--- src/rtl/axi_master_wrapper_if.sv ---
// AXI4 master-port bundle (AW/W/B/AR/R) for axi_master_wrapper, with
// master and slave views. Default bus widths are defined here when not already set.
`ifndef AXI_ADDR_BITS
`define AXI_ADDR_BITS 32
`endif
`ifndef AXI_DATA_BITS
`define AXI_DATA_BITS 32
`endif
`ifndef AXI_STRB_BITS
`define AXI_STRB_BITS 4
`endif
`ifndef AXI_LEN_BITS
`define AXI_LEN_BITS 8
`endif
`ifndef AXI_ID_BITS
`define AXI_ID_BITS 4
`endif

interface axi_master_wrapper_if;
  logic [`AXI_ID_BITS-1:0]   M_AWID;
  logic [`AXI_ADDR_BITS-1:0] M_AWADDR;
  logic [`AXI_LEN_BITS-1:0]  M_AWLEN;
  logic [2:0]                M_AWSIZE;
  logic [1:0]                M_AWBURST;
  logic                      M_AWVALID;
  logic                      M_AWREADY;
  logic [`AXI_DATA_BITS-1:0] M_WDATA;
  logic [`AXI_STRB_BITS-1:0] M_WSTRB;
  logic                      M_WLAST;
  logic                      M_WVALID;
  logic                      M_WREADY;
  logic [`AXI_ID_BITS-1:0]   M_BID;
  logic [1:0]                M_BRESP;
  logic                      M_BVALID;
  logic                      M_BREADY;
  logic [`AXI_ID_BITS-1:0]   M_ARID;
  logic [`AXI_ADDR_BITS-1:0] M_ARADDR;
  logic [`AXI_LEN_BITS-1:0]  M_ARLEN;
  logic [2:0]                M_ARSIZE;
  logic [1:0]                M_ARBURST;
  logic                      M_ARVALID;
  logic                      M_ARREADY;
  logic [`AXI_ID_BITS-1:0]   M_RID;
  logic [`AXI_DATA_BITS-1:0] M_RDATA;
  logic [1:0]                M_RRESP;
  logic                      M_RLAST;
  logic                      M_RVALID;
  logic                      M_RREADY;

  modport master (
    output M_AWID, M_AWADDR, M_AWLEN, M_AWSIZE, M_AWBURST, M_AWVALID,
    output M_WDATA, M_WSTRB, M_WLAST, M_WVALID,
    output M_BREADY,
    output M_ARID, M_ARADDR, M_ARLEN, M_ARSIZE, M_ARBURST, M_ARVALID,
    output M_RREADY,
    input  M_AWREADY, M_WREADY, M_BID, M_BRESP, M_BVALID, M_ARREADY,
    input  M_RID, M_RDATA, M_RRESP, M_RLAST, M_RVALID
  );

  modport slave (
    input  M_AWID, M_AWADDR, M_AWLEN, M_AWSIZE, M_AWBURST, M_AWVALID,
    input  M_WDATA, M_WSTRB, M_WLAST, M_WVALID,
    input  M_BREADY,
    input  M_ARID, M_ARADDR, M_ARLEN, M_ARSIZE, M_ARBURST, M_ARVALID,
    input  M_RREADY,
    output M_AWREADY, M_WREADY, M_BID, M_BRESP, M_BVALID, M_ARREADY,
    output M_RID, M_RDATA, M_RRESP, M_RLAST, M_RVALID
  );
endinterface

--- src/rtl/axi_master_wrapper.sv ---
// CPU-request to single AXI4 transaction initiator (single-beat write, INCR read burst).
// Optional response checking with cpu_err output: define AXI_MASTER_RESP_CHECK_EN.
module axi_master_wrapper #(
  parameter logic [`AXI_ID_BITS-1:0] MASTER_ID = '0,
  parameter int                      BURST_MAX = 15
) (
  input  logic                      clk,
  input  logic                      rst,
  input  logic                      cpu_req,
  input  logic                      cpu_we,
  input  logic [`AXI_ADDR_BITS-1:0] cpu_addr,
  input  logic [`AXI_DATA_BITS-1:0] cpu_wdata,
  input  logic [`AXI_STRB_BITS-1:0] cpu_wstrb,
  input  logic [`AXI_LEN_BITS-1:0]  cpu_len,
  output logic                      cpu_stall,
  output logic [`AXI_DATA_BITS-1:0] cpu_rdata,
  output logic                      cpu_rvalid,
  output logic                      cpu_done,
  axi_master_wrapper_if.master      m_axi
`ifdef AXI_MASTER_RESP_CHECK_EN
  ,
  output logic                      cpu_err
`endif
);

  localparam logic [`AXI_LEN_BITS-1:0] LEN_MAX = `AXI_LEN_BITS'(BURST_MAX);
  localparam logic [2:0] SIZE_WORD = 3'b010;
  localparam logic [1:0] BURST_INCR = 2'b01;

  typedef enum logic [2:0] {
    S_IDLE = 3'd0,
    S_AR   = 3'd1,
    S_R    = 3'd2,
    S_AW_W = 3'd3,
    S_B    = 3'd4
  } state_e;

  state_e                    state_q;
  logic [`AXI_ADDR_BITS-1:0] addr_q;
  logic [`AXI_DATA_BITS-1:0] wdata_q;
  logic [`AXI_STRB_BITS-1:0] wstrb_q;
  logic [`AXI_LEN_BITS-1:0]  len_q;
  logic [`AXI_LEN_BITS-1:0]  beat_q;
  logic                      arvalid_q;
  logic                      awvalid_q;
  logic                      wvalid_q;
  logic                      bready_q;
  logic                      rready_q;
  logic                      aw_done_q;
  logic                      w_done_q;
  logic                      err_q;

  logic ar_hs_s;
  logic aw_hs_s;
  logic w_hs_s;
  logic b_hs_s;
  logic r_hs_s;
  logic aw_fin_s;
  logic w_fin_s;
  logic r_err_s;
  logic b_err_s;

  assign ar_hs_s  = arvalid_q & m_axi.M_ARREADY;
  assign aw_hs_s  = awvalid_q & m_axi.M_AWREADY;
  assign w_hs_s   = wvalid_q & m_axi.M_WREADY;
  assign b_hs_s   = bready_q & m_axi.M_BVALID;
  assign r_hs_s   = rready_q & m_axi.M_RVALID;
  assign aw_fin_s = aw_done_q | aw_hs_s;
  assign w_fin_s  = w_done_q | w_hs_s;

`ifdef AXI_MASTER_RESP_CHECK_EN
  // A beat counts as bad on a non-OKAY response, a foreign ID, or RLAST at the wrong beat.
  assign r_err_s = r_hs_s & ((m_axi.M_RRESP != 2'b00) | (m_axi.M_RID != MASTER_ID) |
                             (m_axi.M_RLAST & (beat_q != len_q)));
  assign b_err_s = b_hs_s & ((m_axi.M_BRESP != 2'b00) | (m_axi.M_BID != MASTER_ID));
  assign cpu_err = cpu_done & (err_q | r_err_s | b_err_s);
`else
  logic unused_resp_s;
  assign r_err_s       = 1'b0;
  assign b_err_s       = 1'b0;
  assign unused_resp_s = ^{m_axi.M_BID, m_axi.M_BRESP, m_axi.M_RID, m_axi.M_RRESP, err_q};
`endif

  // Stall covers the accept cycle combinationally, then every non-idle cycle.
  assign cpu_stall  = (state_q != S_IDLE) | cpu_req;
  assign cpu_rvalid = r_hs_s;
  assign cpu_rdata  = m_axi.M_RDATA;
  assign cpu_done   = b_hs_s | (r_hs_s & m_axi.M_RLAST);

  assign m_axi.M_AWID    = MASTER_ID;
  assign m_axi.M_AWADDR  = addr_q;
  assign m_axi.M_AWLEN   = '0;
  assign m_axi.M_AWSIZE  = SIZE_WORD;
  assign m_axi.M_AWBURST = BURST_INCR;
  assign m_axi.M_AWVALID = awvalid_q;
  assign m_axi.M_WDATA   = wdata_q;
  assign m_axi.M_WSTRB   = wstrb_q;
  assign m_axi.M_WLAST   = 1'b1;
  assign m_axi.M_WVALID  = wvalid_q;
  assign m_axi.M_BREADY  = bready_q;
  assign m_axi.M_ARID    = MASTER_ID;
  assign m_axi.M_ARADDR  = addr_q;
  assign m_axi.M_ARLEN   = len_q;
  assign m_axi.M_ARSIZE  = SIZE_WORD;
  assign m_axi.M_ARBURST = BURST_INCR;
  assign m_axi.M_ARVALID = arvalid_q;
  assign m_axi.M_RREADY  = rready_q;

  // Transaction FSM with registered VALID/READY outputs.
  always_ff @(posedge clk) begin
    if (rst) begin
      state_q   <= S_IDLE;
      addr_q    <= '0;
      wdata_q   <= '0;
      wstrb_q   <= '0;
      len_q     <= '0;
      beat_q    <= '0;
      arvalid_q <= 1'b0;
      awvalid_q <= 1'b0;
      wvalid_q  <= 1'b0;
      bready_q  <= 1'b0;
      rready_q  <= 1'b0;
      aw_done_q <= 1'b0;
      w_done_q  <= 1'b0;
      err_q     <= 1'b0;
    end else begin
      case (state_q)
        S_IDLE: begin
          if (cpu_req) begin
            addr_q    <= cpu_addr;
            wdata_q   <= cpu_wdata;
            wstrb_q   <= cpu_wstrb;
            len_q     <= (cpu_len > LEN_MAX) ? LEN_MAX : cpu_len;
            beat_q    <= '0;
            aw_done_q <= 1'b0;
            w_done_q  <= 1'b0;
            err_q     <= 1'b0;
            if (cpu_we) begin
              state_q   <= S_AW_W;
              awvalid_q <= 1'b1;
              wvalid_q  <= 1'b1;
            end else begin
              state_q   <= S_AR;
              arvalid_q <= 1'b1;
            end
          end
        end
        S_AR: begin
          if (ar_hs_s) begin
            arvalid_q <= 1'b0;
            rready_q  <= 1'b1;
            state_q   <= S_R;
          end
        end
        S_R: begin
          if (r_hs_s) begin
            err_q <= err_q | r_err_s;
            // RLAST alone ends the burst; the counter only feeds the error check.
            if (m_axi.M_RLAST) begin
              beat_q   <= '0;
              rready_q <= 1'b0;
              state_q  <= S_IDLE;
            end else begin
              beat_q <= beat_q + `AXI_LEN_BITS'(1);
            end
          end
        end
        S_AW_W: begin
          if (aw_hs_s) begin
            awvalid_q <= 1'b0;
            aw_done_q <= 1'b1;
          end
          if (w_hs_s) begin
            wvalid_q <= 1'b0;
            w_done_q <= 1'b1;
          end
          if (aw_fin_s && w_fin_s) begin
            bready_q <= 1'b1;
            state_q  <= S_B;
          end
        end
        S_B: begin
          if (b_hs_s) begin
            err_q    <= err_q | b_err_s;
            bready_q <= 1'b0;
            state_q  <= S_IDLE;
          end
        end
        default: begin
          state_q   <= S_IDLE;
          arvalid_q <= 1'b0;
          awvalid_q <= 1'b0;
          wvalid_q  <= 1'b0;
          bready_q  <= 1'b0;
          rready_q  <= 1'b0;
        end
      endcase
    end
  end

endmodule

--- src/flat_wrapper.sv ---
// flat-port wrapper written by rule: the top's interface ports become plain ports
module axi_master_wrapper_flat 
#(
  parameter logic [`AXI_ID_BITS-1:0] MASTER_ID = '0,
  parameter int                      BURST_MAX = 15
)
  (clk, rst, cpu_req, cpu_we, cpu_addr, cpu_wdata, cpu_wstrb, cpu_len, cpu_stall, cpu_rdata, cpu_rvalid, cpu_done, m_axi_M_AWID, m_axi_M_AWADDR, m_axi_M_AWLEN, m_axi_M_AWSIZE, m_axi_M_AWBURST, m_axi_M_AWVALID, m_axi_M_WDATA, m_axi_M_WSTRB, m_axi_M_WLAST, m_axi_M_WVALID, m_axi_M_BREADY, m_axi_M_ARID, m_axi_M_ARADDR, m_axi_M_ARLEN, m_axi_M_ARSIZE, m_axi_M_ARBURST, m_axi_M_ARVALID, m_axi_M_RREADY, m_axi_M_AWREADY, m_axi_M_WREADY, m_axi_M_BID, m_axi_M_BRESP, m_axi_M_BVALID, m_axi_M_ARREADY, m_axi_M_RID, m_axi_M_RDATA, m_axi_M_RRESP, m_axi_M_RLAST, m_axi_M_RVALID);
  axi_master_wrapper_if m_axi_i ();
  input  logic clk;
  input  logic rst;
  input  logic cpu_req;
  input  logic cpu_we;
  input  logic [`AXI_ADDR_BITS-1:0] cpu_addr;
  input  logic [`AXI_DATA_BITS-1:0] cpu_wdata;
  input  logic [`AXI_STRB_BITS-1:0] cpu_wstrb;
  input  logic [`AXI_LEN_BITS-1:0] cpu_len;
  output logic cpu_stall;
  output logic [`AXI_DATA_BITS-1:0] cpu_rdata;
  output logic cpu_rvalid;
  output logic cpu_done;
  output wire logic [$bits(m_axi_i.M_AWID)-1:0] m_axi_M_AWID;
  output wire logic [$bits(m_axi_i.M_AWADDR)-1:0] m_axi_M_AWADDR;
  output wire logic [$bits(m_axi_i.M_AWLEN)-1:0] m_axi_M_AWLEN;
  output wire logic [$bits(m_axi_i.M_AWSIZE)-1:0] m_axi_M_AWSIZE;
  output wire logic [$bits(m_axi_i.M_AWBURST)-1:0] m_axi_M_AWBURST;
  output wire logic [$bits(m_axi_i.M_AWVALID)-1:0] m_axi_M_AWVALID;
  output wire logic [$bits(m_axi_i.M_WDATA)-1:0] m_axi_M_WDATA;
  output wire logic [$bits(m_axi_i.M_WSTRB)-1:0] m_axi_M_WSTRB;
  output wire logic [$bits(m_axi_i.M_WLAST)-1:0] m_axi_M_WLAST;
  output wire logic [$bits(m_axi_i.M_WVALID)-1:0] m_axi_M_WVALID;
  output wire logic [$bits(m_axi_i.M_BREADY)-1:0] m_axi_M_BREADY;
  output wire logic [$bits(m_axi_i.M_ARID)-1:0] m_axi_M_ARID;
  output wire logic [$bits(m_axi_i.M_ARADDR)-1:0] m_axi_M_ARADDR;
  output wire logic [$bits(m_axi_i.M_ARLEN)-1:0] m_axi_M_ARLEN;
  output wire logic [$bits(m_axi_i.M_ARSIZE)-1:0] m_axi_M_ARSIZE;
  output wire logic [$bits(m_axi_i.M_ARBURST)-1:0] m_axi_M_ARBURST;
  output wire logic [$bits(m_axi_i.M_ARVALID)-1:0] m_axi_M_ARVALID;
  output wire logic [$bits(m_axi_i.M_RREADY)-1:0] m_axi_M_RREADY;
  input wire logic [$bits(m_axi_i.M_AWREADY)-1:0] m_axi_M_AWREADY;
  input wire logic [$bits(m_axi_i.M_WREADY)-1:0] m_axi_M_WREADY;
  input wire logic [$bits(m_axi_i.M_BID)-1:0] m_axi_M_BID;
  input wire logic [$bits(m_axi_i.M_BRESP)-1:0] m_axi_M_BRESP;
  input wire logic [$bits(m_axi_i.M_BVALID)-1:0] m_axi_M_BVALID;
  input wire logic [$bits(m_axi_i.M_ARREADY)-1:0] m_axi_M_ARREADY;
  input wire logic [$bits(m_axi_i.M_RID)-1:0] m_axi_M_RID;
  input wire logic [$bits(m_axi_i.M_RDATA)-1:0] m_axi_M_RDATA;
  input wire logic [$bits(m_axi_i.M_RRESP)-1:0] m_axi_M_RRESP;
  input wire logic [$bits(m_axi_i.M_RLAST)-1:0] m_axi_M_RLAST;
  input wire logic [$bits(m_axi_i.M_RVALID)-1:0] m_axi_M_RVALID;
  assign m_axi_M_AWID = m_axi_i.M_AWID;
  assign m_axi_M_AWADDR = m_axi_i.M_AWADDR;
  assign m_axi_M_AWLEN = m_axi_i.M_AWLEN;
  assign m_axi_M_AWSIZE = m_axi_i.M_AWSIZE;
  assign m_axi_M_AWBURST = m_axi_i.M_AWBURST;
  assign m_axi_M_AWVALID = m_axi_i.M_AWVALID;
  assign m_axi_M_WDATA = m_axi_i.M_WDATA;
  assign m_axi_M_WSTRB = m_axi_i.M_WSTRB;
  assign m_axi_M_WLAST = m_axi_i.M_WLAST;
  assign m_axi_M_WVALID = m_axi_i.M_WVALID;
  assign m_axi_M_BREADY = m_axi_i.M_BREADY;
  assign m_axi_M_ARID = m_axi_i.M_ARID;
  assign m_axi_M_ARADDR = m_axi_i.M_ARADDR;
  assign m_axi_M_ARLEN = m_axi_i.M_ARLEN;
  assign m_axi_M_ARSIZE = m_axi_i.M_ARSIZE;
  assign m_axi_M_ARBURST = m_axi_i.M_ARBURST;
  assign m_axi_M_ARVALID = m_axi_i.M_ARVALID;
  assign m_axi_M_RREADY = m_axi_i.M_RREADY;
  assign m_axi_i.M_AWREADY = m_axi_M_AWREADY;
  assign m_axi_i.M_WREADY = m_axi_M_WREADY;
  assign m_axi_i.M_BID = m_axi_M_BID;
  assign m_axi_i.M_BRESP = m_axi_M_BRESP;
  assign m_axi_i.M_BVALID = m_axi_M_BVALID;
  assign m_axi_i.M_ARREADY = m_axi_M_ARREADY;
  assign m_axi_i.M_RID = m_axi_M_RID;
  assign m_axi_i.M_RDATA = m_axi_M_RDATA;
  assign m_axi_i.M_RRESP = m_axi_M_RRESP;
  assign m_axi_i.M_RLAST = m_axi_M_RLAST;
  assign m_axi_i.M_RVALID = m_axi_M_RVALID;
  axi_master_wrapper #(.MASTER_ID(MASTER_ID), .BURST_MAX(BURST_MAX)) u_core (.clk(clk), .rst(rst), .cpu_req(cpu_req), .cpu_we(cpu_we), .cpu_addr(cpu_addr), .cpu_wdata(cpu_wdata), .cpu_wstrb(cpu_wstrb), .cpu_len(cpu_len), .cpu_stall(cpu_stall), .cpu_rdata(cpu_rdata), .cpu_rvalid(cpu_rvalid), .cpu_done(cpu_done), .m_axi(m_axi_i));
endmodule
--- config.mk ---
export PLATFORM = sky130hd
export DESIGN_NAME = axi_master_wrapper_flat
export DESIGN_NICKNAME = d
export VERILOG_FILES = /design/src/rtl/axi_master_wrapper_if.sv /design/src/rtl/axi_master_wrapper.sv /design/src/flat_wrapper.sv
export SDC_FILE = /design/constraint.sdc
export NUM_CORES = 1
export LEC_CHECK = 0
export ABC_CLOCK_PERIOD_IN_PS = 1580
export BUFFER_PORTS_ARGS = -buffer_cell sky130_fd_sc_hd__buf_2
export CAP_MARGIN = 20
export CORE_AREA = 8 8 111 113
export CTS_CLUSTER_DIAMETER = 150
export DETAILED_ROUTE_END_ITERATION = 8
export DIE_AREA = 0 0 119 121
export PLACE_DENSITY_LB_ADDON = 0.12
export SYNTH_ARGS = -nofsm -noshare
export SYNTH_HDL_FRONTEND = slang
export SYNTH_SLANG_ARGS = --single-unit
--- constraint.sdc ---
create_clock -name clk -period 1.58 [get_ports clk]
set_clock_uncertainty 0.05 [all_clocks]
set_input_delay 0.079 -clock clk [delete_from_list [all_inputs] [get_ports clk]]
set_output_delay 0.079 -clock clk [all_outputs]
set_load 0.01 [all_outputs]
-- After elaboration in Yosys (flattened, before gate mapping)
Index checks and enable logic that the tools add are counted.
- register bits: 86
- bits of input ports: 130
- output and inout port bits: 175
- logic and storage cells: 89
- $lt $le $gt $ge: 1
- equal/unequal tests: 14
- muxes and demuxes: 31
- bitwise logic cells: 14
- reduce and logical (&&, ||, !) cells: 17
- operators by type and width (kind ; number):
    $mux W3 ; 6
    $reduce_and A4 Y1 ; 4
    $mux W1 ; 15
    $pmux W1 S3 ; 5
    $pmux W3 S5 ; 1
    $ne A2 B1 Y1 const B ; 6
    $reduce_or A3 Y1 ; 4
    $reduce_and A3 Y1 ; 3
    $gt A8 B4 Y1 const B ; 1
    $mux W8 ; 1
    $ne A2 B2 Y1 const B ; 4
    $and A1 B1 Y1 ; 6
    $eq A3 B2 Y1 const B ; 2
    $reduce_and A6 Y1 ; 1
    $not A1 Y1 ; 4
    $or A1 B1 Y1 ; 4
    $pmux W1 S2 ; 2
    $eq A3 B1 Y1 const B ; 1
    $eq A3 B3 Y1 const B ; 1
    $logic_not A3 Y1 ; 1
    $reduce_bool A3 Y1 ; 1
    $mux W2 ; 1
    $reduce_and A2 Y1 ; 1
    $reduce_bool A2 Y1 ; 1
    $logic_and A1 B1 Y1 ; 1

-- Longest topological paths before layout
- depth in word-level cells: 5
- depth in mapped cells: 6
- mapped depth without buffers: 4

-- Least setup slack after synthesis
No wires, ideal clock.
- path kind: register to register
- start point: register u_core.state_q[0]
- end point: register u_core.state_q[0]
- setup time: 0.116 ns
- data arrival time: 1.113 ns
- required time: 1.414 ns
- slack: 0.301 ns
- stages on the path, launching flop included: 6
- path buffers: 1
- clock period less this slack: 1.279 ns
- path through: dfxtp_1 buf_6 nor2_1 a31oi_2 o311ai_2 a31o_1
- word-level cells in the longest chain between the ends: 3
- elaborated cells between the ends (all ways): 13
- classes of those cells: eq/ne (10); mux (1); reduce/logical (2)
- RTL lines (item ; RTL line ; RTL):
    start, declared ; axi_master_wrapper.sv:38 ; state_e state_q;
    start signal, assigned ; axi_master_wrapper.sv:112 ; state_q <= S_IDLE;
    start signal, assigned ; axi_master_wrapper.sv:139 ; state_q <= S_AW_W;
    start signal, assigned ; axi_master_wrapper.sv:143 ; state_q <= S_AR;
    $eq A3 B3 Y1, or another cell as far along ; - ;
    $ne A2 B1 Y1 (no source line) / $ne A2 B2 Y1 (equally long branches) ; - ;
    $reduce_and A6 Y1 (no source line) ; - ;
Several ways; a longest one is shown, not always the timed one.
A chain may end at the register's enable or synchronous reset.

-- Worst setup path in the final report
- start point: register u_core.state_q[2]
- end point: register u_core.state_q[1]
The elaborated chain is that of the path after synthesis.

==> summary by stage <==
Critical path
At the worst endpoint, the arrival time is 1.70 ns. The worst-path maximum fanout is 8. Walking the worst path, the cells encountered are buf_4, nor3b_1, a32oi_1, o311ai_2, mux2i_1. The startpoint type of the worst setup path is a flop. The largest single stage delay on the critical path is 0.39 ns. At the worst endpoint, the required time is 1.80 ns. The worst setup path is captured at a flop. The classification of the worst setup path is reg2reg. Among all stages on the critical path, the largest delay is contributed by dfxtp_4.

Routing
The number of antenna-violating nets in the routed design is 0. The count of vias placed by the detailed router is 3,726. Dividing the detail-routed wire length by the instance count gives 14.26 µm. The final layout contains routed wiring with a total length of 11.89 mm.

After the first detailed-routing iteration, the DRC count stood at 124. The routed via count divided by cell count is 4.468. The count of TritonRoute iterations in the first routing pass is 4. The final routed DRC violation total is 0.

Layout
From synthesis to final layout, the design area changed by 41.19%. The layout has 1,034 filler cells. The fraction of layout instances using a drive strength above 1 is 35.01%. Leaving out fill and tap cells, the most frequent cell in the layout is buf_2. The antenna diode instance count is 0.

For this run, the post-layout net count is 819. The utilization after layout is 51.45%. Leaving out fill and tap cells, the most frequent cells in the layout are buf_2 (201), nand2_1 (142), dfxtp_1 (83).

Die
The placement row count is 38. Measured along the x axis, the die boundary spans 119 µm. Pin placement for this block handled 305 I/O pins. The vertical die dimension is 121 µm. The total core area is 10,600 µm². The die covers 14,400 µm².

For this configuration, the core starts out at a cell density of 36.44%.

Timing
The number of failing hold endpoints at the final stage is 0. Timing would allow up to 671.7 MHz. Hold timing on the final database bottoms out at a slack of 0.02389 ns.

The post-route clock period utilization is 94.22%. The final setup violation count is 0. Setup repair after global routing left no endpoint under its margin. Setup slack on the critical path of the routed design comes to 0.09127 ns. The worst path needs 1.489 ns of the cycle, external delays included. The setup TNS is 0 ns. The number of pins exceeding their max-slew limit in the final report came to 0.

GRT
In the global route stage, met1 resource usage came out at 17.38%. After global routing, the most crowded layer is met2. The overall routing resource usage is 15.97%.

The initial antenna violation count came to 0. The number of global-route vias before repair was 3,670. Entering global routing, the biggest net connects 40 pins.

The met3 track demand over resource in global routing is 5.398%. Global routing consumed, on the met2 layer, 28.17% of the routing resources. The first global-routing pass estimated 18.91 mm of wire.

The global-route congestion overflow total is 0.

Clock network
The number of clock buffers added by TritonCTS is 9. The latest clock arrival within the worst-skew pair is 0.34 ns. After clock tree synthesis, the clock-pin slew on the worst setup and hold paths is 0.08 ns. The level count of the clock H-tree is 3. TritonCTS built the clock tree. CTS saw 86 sinks. Counting along the longest clock path gives a buffer depth of 2. The tree is rooted in a clkbuf_8. After clock tree synthesis, the setup repair step added 0 buffers.

Power and ir drop
The design draws 6.892 mW. The power per cell area is 1263 nW/µm². The leakage power summed over all cells is 2.661 nW. The maximum VDD drop is 483.6 µV.

Yosys
After synthesis the cells add up to 3864 µm². The count of distinct cell types in the synthesized netlist is 33. Counting flops with a built-in enable in the synthesized netlist gives 0. The share of Yosys cell area claimed by the top area cell type is 44.56%. Synthesis produced a netlist whose cell count is 479. The prevailing post-synth register cell is dfxtp_1.

The largest area contributor in the netlist is dfxtp_1. The async set-reset flop share out of synthesis is 0%. The part of the Yosys area used for sequential elements is 44.56%.

The synthesis-stage register bit count is 86. After synthesis, the cell types taking the most area are dfxtp_1 (45%), buf_4 (18%), nand2_1 (14%). Averaged over all synthesized cells, the footprint is 8.066 µm². The number of warnings reported in the yosys synthesis log is 0.

Status
The flow ran to the end, and the final reports show no timing, DRC or antenna violations.

Job
Across the run, the number of max-cap violations was 0.

Place
After legalization and detailed placement, the total HPWL measured 8.602 mm. The count of input and output buffers is 201. At the placement stage, the worst setup path has a slack of 0.02627 ns. The final weighted congestion in routability-driven placement is 0.7938.

Hold path
The path type of the worst min-delay path is in2reg.
## critical path, delay by kind of cell, from the launching register on
kind                   cells  cell delay, ns
muxes                      1            0.21
DFF                        1            0.39
buffers and inverters      1            0.17
AOI/OAI and AO/OA          2            0.26
and+or+nand+nor            1            0.33
## per-stage QoR
step / cell area (µm²) / std cells
after floorplan: 3958 / 504
final: 5455 / 834
after global placement: 4441 / 742
after detailed placement: 4441 / 742
after global routing: 5455 / 834
after CTS: 5430 / 834
## cell families (layout without fill, tap and decap cells)
logic type	count (synthesis)	count (layout)	synth area share [%]
DFF	86	86	44.56
muxes	1	1	0.2591
and+or+nand+nor	174	174	18.43
AOI/OAI and AO/OA	93	93	13.83
other	2	27	0.1944
buffers and inverters	123	313	22.73
## area by class of cell
cell class | instances | area, µm² | area share [%]
Clock buffer | 14 | 182.7 | 3.349
Clock inverter | 2 | 37.54 | 0.6881
Inverter | 3 | 11.26 | 0.2064
Multi-Input combinational cell | 295 | 1383 | 25.34
Sequential cell | 86 | 1730 | 31.72
Tap cell | 140 | 175.2 | 3.211
Timing Repair Buffer | 294 | 1936 | 35.48
## registers in the layout (all words and copies together) (netlist names)
signal / count
u_core.m_axi.M_ARADDR: 32
u_core.m_axi.M_WDATA: 32
u_core.m_axi.M_ARLEN: 8
u_core.m_axi.M_WSTRB: 4
u_core.state_q: 3
u_core.aw_done_q: 1
u_core.m_axi.M_ARVALID: 1
u_core.m_axi.M_AWVALID: 1
u_core.m_axi.M_BREADY: 1
u_core.m_axi.M_RREADY: 1
u_core.m_axi.M_WVALID: 1
u_core.w_done_q: 1
## power breakdown
group,leakage (nW),switching [mW],internal (mW)
sequential,0.707,0.258,2.53
clock,0.109,0.737,0.906
combinational,1.84,1.37,1.09
## synthesized netlist by cell type, drive strengths merged, types with 2 or more instances
| cell type | count |
|---|---|
| nand2 | 144 |
| buf | 109 |
| dfxtp | 86 |
| a21oi | 76 |
| clkbuf | 11 |
| nor2 | 8 |
| nand3 | 6 |
| and3 | 4 |
| o221a | 4 |
| a32oi | 3 |
| inv | 3 |
| o21ai | 3 |
| a31oi | 2 |
| and2 | 2 |
| conb | 2 |
| nor3b | 2 |
| nor4 | 2 |
## metal layers
| metal | vias to the layer above | part of all wire, % |
|---|---|---|
| met5 | - | 0 |
| li1 | 1858 | - |
| met1 | 1695 | 41 |
| met4 | 0 | 1.8 |
| met2 | 155 | 50 |
| met3 | 18 | 7.5 |
## path summary, 6_finish.rpt
kind / cells after the start / end / slack, ns / from
min: 2 / u_core.m_axi.M_ARADDR[30]$_SDFFE_PP0P_ / 0.02 / rst
max reg2reg: 5 / u_core.state_q[1]$_SDFFE_PP0P_ / 0.09 / u_core.state_q[2]$_SDFFE_PP0P_
min reg2reg: 2 / u_core.m_axi.M_WSTRB[1]$_SDFFE_PP0P_ / 0.40 / u_core.m_axi.M_WSTRB[1]$_SDFFE_PP0P_
max: 5 / u_core.state_q[1]$_SDFFE_PP0P_ / 0.09 / u_core.state_q[2]$_SDFFE_PP0P_
## timing repair
action                                  in CTS  in global routing
pin swaps                                    0                  1
gates resized for setup                      3                  6
endpoints found under the setup margin       1                  3
hold buffers                                76                  0
endpoints found under the hold margin       77                  0
gates cloned                                 0                  0
Note: power is estimated with default switching activity, not from simulation.
